$ cat config.mk
export PLATFORM = sky130hd
export DESIGN_NAME = vga_sync_rx
export DESIGN_NICKNAME = d
export VERILOG_FILES = /design/src/rtl/vga_sync_rx.sv
export SDC_FILE = /design/constraint.sdc
export NUM_CORES = 1
export LEC_CHECK = 0
export CORE_MARGIN = 5
export CORE_UTILIZATION = 63
export CTS_BUF_LIST = sky130_fd_sc_hd__clkbuf_4
export DETAILED_ROUTE_END_ITERATION = 7
export PLACE_DENSITY = 0.88
export SLEW_MARGIN = 20
export SYNTH_ARGS = -nofsm -noshare
export SYNTH_HDL_FRONTEND = slang
export SYNTH_SLANG_ARGS = --single-unit
export TNS_END_PERCENT = 1
$ cat constraint.sdc
create_clock -name pclk -period 4.2 [get_ports pclk]
set_input_delay 0.42 -clock pclk [delete_from_list [all_inputs] [get_ports pclk]]
set_output_delay 0.42 -clock pclk [all_outputs]
set_load 0.02 [all_outputs]
$ cat src/rtl/vga_sync_rx.sv
// VGA timing receiver: recovers pixel coordinates from hsync/vsync/valid, measures line and
// frame lengths, and declares lock after a run of frames matching the expected raster.
module vga_sync_rx #(
  parameter int unsigned HT          = 800,
  parameter int unsigned VT          = 525,
  parameter int unsigned HD          = 640,
  parameter int unsigned VD          = 480,
  parameter int unsigned LOCK_FRAMES = 2
) (
  input  logic       pclk,
  input  logic       reset,
  input  logic       hsync,
  input  logic       vsync,
  input  logic       valid,
  output logic       px_valid,
  output logic [9:0] px_x,
  output logic [9:0] px_y,
  output logic       frame_start,
  output logic [9:0] line_len,
  output logic [9:0] frame_lines,
  output logic       locked,
  output logic       err
);

  typedef enum logic [1:0] {StSearch, StCheck, StLocked} state_e;

  localparam logic [9:0] CntMax    = 10'h3ff;
  localparam logic [9:0] HtW       = 10'(HT);
  localparam logic [9:0] VtW       = 10'(VT);
  localparam logic [9:0] HdW       = 10'(HD);
  localparam logic [9:0] VdW       = 10'(VD);
  localparam logic [3:0] LockCount = 4'(LOCK_FRAMES);

  function automatic logic [9:0] sat_inc(input logic [9:0] v);
    return (v == CntMax) ? v : v + 10'd1;
  endfunction

  state_e     state_q, state_d;
  logic       hs_q, vs_q;
  logic [9:0] hcnt_q, hcnt_d;
  logic [9:0] xcnt_q, xcnt_d;
  logic [9:0] lcnt_q, lcnt_d;
  logic [9:0] act_q, act_d;
  logic       hs_seen_q, hs_seen_d;
  logic       frame_bad_q, frame_bad_d;
  logic [3:0] good_q, good_d;
  logic       err_d;
  logic       to_search;

  logic       hs_fall, vs_fall;
  logic [9:0] line_len_new, x_base, act_next, lcnt_next;
  logic       line_active, line_viol, frame_viol, timeout, viol;

  assign hs_fall = hs_q & ~hsync;
  assign vs_fall = vs_q & ~vsync;

  // Datapath: counters and the violation terms derived from them.
  always_comb begin
    line_len_new = sat_inc(hcnt_q);
    hcnt_d       = hs_fall ? 10'd0 : sat_inc(hcnt_q);
    x_base       = hs_fall ? 10'd0 : xcnt_q;
    xcnt_d       = valid ? sat_inc(x_base) : x_base;
    line_active  = hs_fall & (xcnt_q != 10'd0);
    act_next     = line_active ? sat_inc(act_q) : act_q;
    lcnt_next    = hs_fall ? sat_inc(lcnt_q) : lcnt_q;
    act_d        = vs_fall ? 10'd0 : act_next;
    lcnt_d       = vs_fall ? 10'd0 : lcnt_next;
    line_viol    = hs_fall & ((hs_seen_q & (line_len_new != HtW)) |
                              (line_active & (xcnt_q != HdW)));
    frame_viol   = vs_fall & ((lcnt_next != VtW) | (act_next != VdW));
    // Fires once, on the edge where hcnt climbs into saturation.
    timeout      = ~hs_fall & (hcnt_q == CntMax - 10'd1);
    viol         = line_viol | frame_viol | timeout;
  end

  // Lock FSM next-state.
  always_comb begin
    state_d   = state_q;
    good_d    = good_q;
    err_d     = 1'b0;
    to_search = 1'b0;
    unique case (state_q)
      StSearch: begin
        if (timeout) begin
          to_search = 1'b1;
        end else if (vs_fall && hs_seen_q) begin
          state_d = StCheck;
          good_d  = 4'd0;
        end
      end
      StCheck: begin
        if (viol) begin
          err_d  = 1'b1;
          good_d = 4'd0;
          if (timeout) begin
            state_d   = StSearch;
            to_search = 1'b1;
          end
        end else if (vs_fall && !frame_bad_q) begin
          good_d = good_q + 4'd1;
          if (good_q + 4'd1 >= LockCount) begin
            state_d = StLocked;
          end
        end
      end
      StLocked: begin
        if (viol) begin
          err_d     = 1'b1;
          state_d   = StSearch;
          to_search = 1'b1;
        end
      end
      default: begin
        state_d   = StSearch;
        to_search = 1'b1;
      end
    endcase
    hs_seen_d   = to_search ? 1'b0 : (hs_fall | hs_seen_q);
    frame_bad_d = vs_fall ? 1'b0 : (frame_bad_q | viol);
  end

  always_ff @(posedge pclk or negedge reset) begin
    if (!reset) begin
      state_q     <= StSearch;
      hs_q        <= 1'b1;
      vs_q        <= 1'b1;
      hcnt_q      <= 10'd0;
      xcnt_q      <= 10'd0;
      lcnt_q      <= 10'd0;
      act_q       <= 10'd0;
      hs_seen_q   <= 1'b0;
      frame_bad_q <= 1'b0;
      good_q      <= 4'd0;
      px_valid    <= 1'b0;
      px_x        <= 10'd0;
      px_y        <= 10'd0;
      frame_start <= 1'b0;
      line_len    <= 10'd0;
      frame_lines <= 10'd0;
      err         <= 1'b0;
    end else begin
      state_q     <= state_d;
      hs_q        <= hsync;
      vs_q        <= vsync;
      hcnt_q      <= hcnt_d;
      xcnt_q      <= xcnt_d;
      lcnt_q      <= lcnt_d;
      act_q       <= act_d;
      hs_seen_q   <= hs_seen_d;
      frame_bad_q <= frame_bad_d;
      good_q      <= good_d;
      px_valid    <= valid;
      px_x        <= x_base;
      px_y        <= act_q;
      frame_start <= vs_fall;
      if (hs_fall) line_len <= line_len_new;
      if (vs_fall) frame_lines <= lcnt_next;
      err         <= err_d;
    end
  end

  assign locked = (state_q == StLocked);

endmodule

==> results of run 1 <==
## cell families after synthesis
kind of cell / after synthesis
flops: 93
fa+ha+maj: 11
mux: 14
xor+xnor: 22
buf+inv: 30
compound gates: 76
simple gates: 200
## report_power, final
group          switching, uW  internal, uW  total (uW)  leakage [uW]
Clock                    291           179         470     0.0000735
Sequential               106          1010        1110       0.00125
Combinational            326           260         586      0.000959
## sequential cells by signal, indices dropped and copies added, names as in the netlist
register,count
frame_bad_q,1
px_x,10
hs_seen_q,1
px_valid,1
err,1
line_len,10
hs_q,1
vs_q,1
px_y,10
hcnt_q,10
good_q,4
frame_start,1
frame_lines,10
act_q,10
xcnt_q,10
lcnt_q,10
state_q,2
## metal layers
metal | global-route usage [%] | up-vias | part of all wire (%)
met5 | 0 | - | 0
met4 | 7.58 | 0 | 1.3
met3 | 4.17 | 15 | 4.1
met2 | 36.9 | 81 | 51
met1 | 28.4 | 1693 | 44
li1 | - | 1655 | -
## cell usage after synthesis, types with 9 or more instances
cell / instances
o21ai_0: 33
xnor2_1: 9
nor2_1: 51
mux2i_1: 11
xor2_1: 13
and2_1: 15
a21oi_1: 10
nand3_1: 25
nand2_1: 49
inv_1: 13
ha_1: 11
dfrtp_1: 91
clkbuf_1: 11
## per-stage QoR
stage,std cells,utilization (%)
3_5_place_dp,578,73.1
4_1_cts,594,75.1
5_1_grt,594,75.1
2_1_floorplan,446,-
3_3_place_gp,578,73.1
6_report,594,75.1
## cell type report
| cell class | count | area [um2] | area share [%] |
|---|---|---|---|
| well taps | 96 | 120 | 2.34 |
| flip-flops and latches | 93 | 2330 | 45.4 |
| multi-input cells | 323 | 1980 | 38.6 |
| clock buffers | 9 | 67.6 | 1.32 |
| repair buffers | 53 | 515 | 10.1 |
| inverters | 13 | 48.8 | 0.951 |
| clock inverters | 7 | 65.1 | 1.27 |
## worst paths after layout
check	cells past startpoint	end	from	slack [ps]
setup / recovery	10	state_q[0]	hsync	920
hold reg to reg	0	px_y[1]	act_q[1]	480
hold / removal	1	act_q[8]	reset	4
max in group asynchronous	2	hs_q	reset	3230
setup reg to reg	9	state_q[0]	hs_q	950
min in group pclk	1	vs_q	vsync	400
## worst max-delay path: stages
cell	delay (ps)
clkdlybuf4s50_1	480
nand2b_1	210
a31oi_1	610
and3b_1	360
and3_1	190
o211ai_1	120
o41a_1	380
or2_1	290
o211ai_2	190
mux2_1	350
==> impl_metrics.ini, run 1 <==
[critical_path]
cp.required_ps = 4510
cp.arrival_ps = 3590
start_kind = input pin
endpoint_kind = flop
crit_fanout = 11
crit_type = in2reg

[floorplan]
rows = 30
die-area_um2 = 8810
start_util_pct = 64.9
design.core.area_um2 = 6830
ios = 49
die_y_um = 93.9
die_w_um = 93.9

[yosys]
synth_fa_ha_area_share_pct = 3.11
yosysSeqAreaShare_pct = 52.6
ys_ff_latch = 93
async_flop_share_pct = 100
yosysTopAreaCell = dfrtp_1
synth_cell_types = 56
synth_top_flop_cell = dfrtp_1
muxShareOfSynthArea_pct = 3.25
synth-simple-area-share_pct = 23.3
synth.area.top_cells = dfrtp_1 51%, nor2_1 4.3%, nand2_1 4.2%, o21ai_0 3.7%, ha_1 3.1%
synth_compound_area_share_pct = 10.7
synth_edf_count = 0
synth_area_um2 = 4430
syn_area_per_cell_um2 = 9.94
synth_top_area_share_pct = 51.4
ys_warn_count = 0
syn_inst = 446
synth_xor_area_share_pct = 4.35
syn-num-nets = 462
synth_top_family_by_area = simple AND/OR/NAND/NOR gates

[cts]
postCtsSetupBuffers = 0
cts_htree_levels = 3
hold_buffers = 0
root_buffer = clkbuf_4
cts_tree = yes
cts_made_buffers = 9
cts_resized = 0
worstSkewPairLatency_ps = 430
cts_buffer_depth = 2
cts_sinks = 93
clkTransAtPathRegs_ps = 140

[global_route]
grt_pass1_vias = 3428
grt_usage_pct = 21.9
overflow = 0
grt_max_degree = 55
antenna_found_initial = 0
grt_pass1_wl_um = 15500

[sta]
whs_ps = 4.42
relSlewSlack_pct = 46.5
clock_skew_ps = 18.9
max_slew.worst_pin.slew_ps = 798
post-route-min-period_ps = 3280
final-setup-viol-count = 0
hold_viol = 0
setup-tns-final_ps = 0
max_freq_mhz = 305
rsz0062_at_grt = false
final.period_utilization_pct = 78.2
setup_ws_ps = 916
drv_slew = 0

[layout]
final_cell_mix = 91 x dfrtp_1, 51 x nor2_1, 49 x nand2_1
antenna_cells = 0
fillCellCount = 497
syn_to_final_growth_pct = 15.7
layout.nets = 509
final_common_cell = dfrtp_1
finalInstanceArea_um2 = 5130
post_route_cells_drive_above_1_share_pct = 7.23

[placement]
pre_cts_ws_ps = 510
place.gp.congestion = 0.828
dpl-instance-area_um2 = 5000
dp_hpwl_um = 6350
port_buffers = 48

[pwr]
totalPowerFinal_uw = 2170
power_leakage_uw = 0.00229
power_density_nw_per_um2 = 423
peakVddDrop_v = 0.000365

[detailed_routing]
drc = 0
viasPerCell = 5.80
dr.pass1.iters = 4
wl_um = 8960
num_vias = 3444
wire_per_inst_um = 15.1
drt_iter0_markers = 206
ant_nets = 0

[outcome]
status = finished, final reports clean

[run]
max_cap_viol_count = 0

[worst_hold_path]
holdCritPathClass = in2async
(Power assumes the default switching activity.)
==> run 2, diff against run 1 <==
CORE_UTILIZATION = 58   (was 63)
PLACE_DENSITY = 0.82   (was 0.88)
clock period = 3.3 ns   (was 4.2 ns; I/O delays follow)
==> impl_metrics.ini, run 2 (synthesis gave the netlist of run 1 again) <==
[critical_path]
endpoint_kind = flop
path_buf_inv = 0
cp.arrival_ps = 3370
start_kind = flop
cp.required_ps = 3630
cp_cell_sequence = ha_2 > nand4_1 > nor3_4 > and3b_1 > nor3b_1 > o211ai_1 > o41a_1 > or2_1 > o211ai_2 > mux2_1
crit_fanout = 5
crit_type = reg2reg
crit_family = simple AND/OR/NAND/NOR gates
max_stage_delay_ps = 440
crit_slowest_cell = dfrtp_1

[detailed_routing]
num_vias = 3489
wl_um = 9150
wire_per_inst_um = 15.1
ant_nets = 0
drc = 0
drt_iter0_markers = 92
viasPerCell = 5.76
dr.pass1.iters = 4

[floorplan]
ios = 49
die_y_um = 97.4
die-area_um2 = 9490
rows = 31
design.core.area_um2 = 7330
start_util_pct = 60.5
die_w_um = 97.4

[layout]
final_cell_mix = 89 x dfrtp_1, 51 x nor2_1, 49 x nand2_1
layout.nets = 518
post_route_cells_drive_above_1_share_pct = 9.47
fillCellCount = 572
final_common_cell = dfrtp_1
multi_input_area_um2 = 1990
syn_to_final_growth_pct = 18.5
antenna_cells = 0
finalInstanceArea_um2 = 5250
register_area_um2 = 2330

[cts]
postCtsSetupBuffers = 0
root_buffer = clkbuf_4
cts_made_buffers = 9
cts_tree = yes
clkTransAtPathRegs_ps = 150
worstSkewPairLatency_ps = 450
cts_buffer_depth = 2
cts_sinks = 93
cts_htree_levels = 3

[outcome]
status = finished, final reports clean

[global_route]
overflow = 0
antenna_found_initial = 0
grt_pass1_wl_um = 16000
grt_pass1_vias = 3461
grt_usage_pct = 20.4
grt_max_degree = 46

[sta]
max_freq_mhz = 329
final-setup-viol-count = 0
setup-tns-final_ps = 0
drv_slew = 0
post-route-min-period_ps = 3040
hold_viol = 0
relSlewSlack_pct = 62.5
max_slew.worst_pin.slew_ps = 562
whs_ps = 309
clock_skew_ps = 20.7
final.period_utilization_pct = 92.0
rsz0062_at_grt = false

[placement]
place.gp.congestion = 0.890
dpl-instance-area_um2 = 5060
dp_hpwl_um = 6650
port_buffers = 48

[worst_hold_path]
holdCritPathClass = in2reg

[pwr]
power_leakage_uw = 0.00235
peakVddDrop_v = 0.000487
power_density_nw_per_um2 = 552

[run]
max_cap_viol_count = 0
==> run 2: changes by cell type in the layout (fill, tap and decap cells not counted), moves of 2 or more <==
| cell | delta |
|---|---|
| buf_4 | +8 |
| clkinv_2 | -3 |
| dfrtp_1 | -2 |
| dfrtp_2 | +2 |
| inv_6 | +3 |
==> run 2: path summary, 6_finish.rpt <==
check / start / end / slack (ps) / cells after the start
worst min-delay path: vsync / vs_q / 310 / 1
worst min register to register: act_q[0] / px_y[0] / 470 / 0
worst max register to register: act_q[1] / state_q[0] / 260 / 10
min in group asynchronous: reset / px_y[1] / 410 / 2
worst max-delay path: act_q[1] / state_q[0] / 260 / 10
max in group asynchronous: reset / vs_q / 2080 / 3
==> run 2: worst register-to-register path: cells and delay by family (launching register included) <==
| family | cells | cell delay, ps |
|---|---|---|
| simple gates | 5 | 1200 |
| compound gates | 3 | 710 |
| flops | 1 | 440 |
| fa+ha+maj | 1 | 250 |
| mux | 1 | 340 |
==> run 2: area by class of cell <==
| class | count | share of cell area [%] |
|---|---|---|
| Sequential cell | 93 | 44.4 |
| Multi-Input combinational cell | 323 | 37.9 |
| Timing Repair Buffer | 62 | 11.2 |
| Tap cell | 99 | 2.36 |
| Clock inverter | 7 | 1.95 |
| Clock buffer | 9 | 1.29 |
| Inverter | 13 | 0.929 |
==> run 2: stage by stage <==
step / setup slack [ps] / instances / total power (uW) / util [%]
final: 264 / 606 / 2900 / 71.6
after detailed placement: -34.4 / 589 / 2200 / 69.0
after floorplan: 550 / 446 / 1900 / -
after global placement: 24.6 / 589 / 2170 / 69.0
after CTS: 154 / 606 / 2930 / 71.5
after global routing: 10.2 / 606 / 3080 / 71.6
==> run 2: where the power goes <==
| group | internal, uW | total (uW) | switching [uW] |
|---|---|---|---|
| combinational | 343 | 762 | 419 |
| sequential | 1280 | 1420 | 135 |
| clock | 318 | 717 | 399 |
==> run 2: what timing repair did <==
action                                  CTS  global route
gates resized for setup                   0             4
endpoints found under the hold margin    43             0
hold buffers                              1             0
endpoints found under the setup margin    0             2
==> run 2: per-layer routing <==
layer	GRT usage (%)	routed length, um
met1	25.9	3940
met2	34.6	4720
met3	4.52	360
met4	6.50	123
met5	0	0
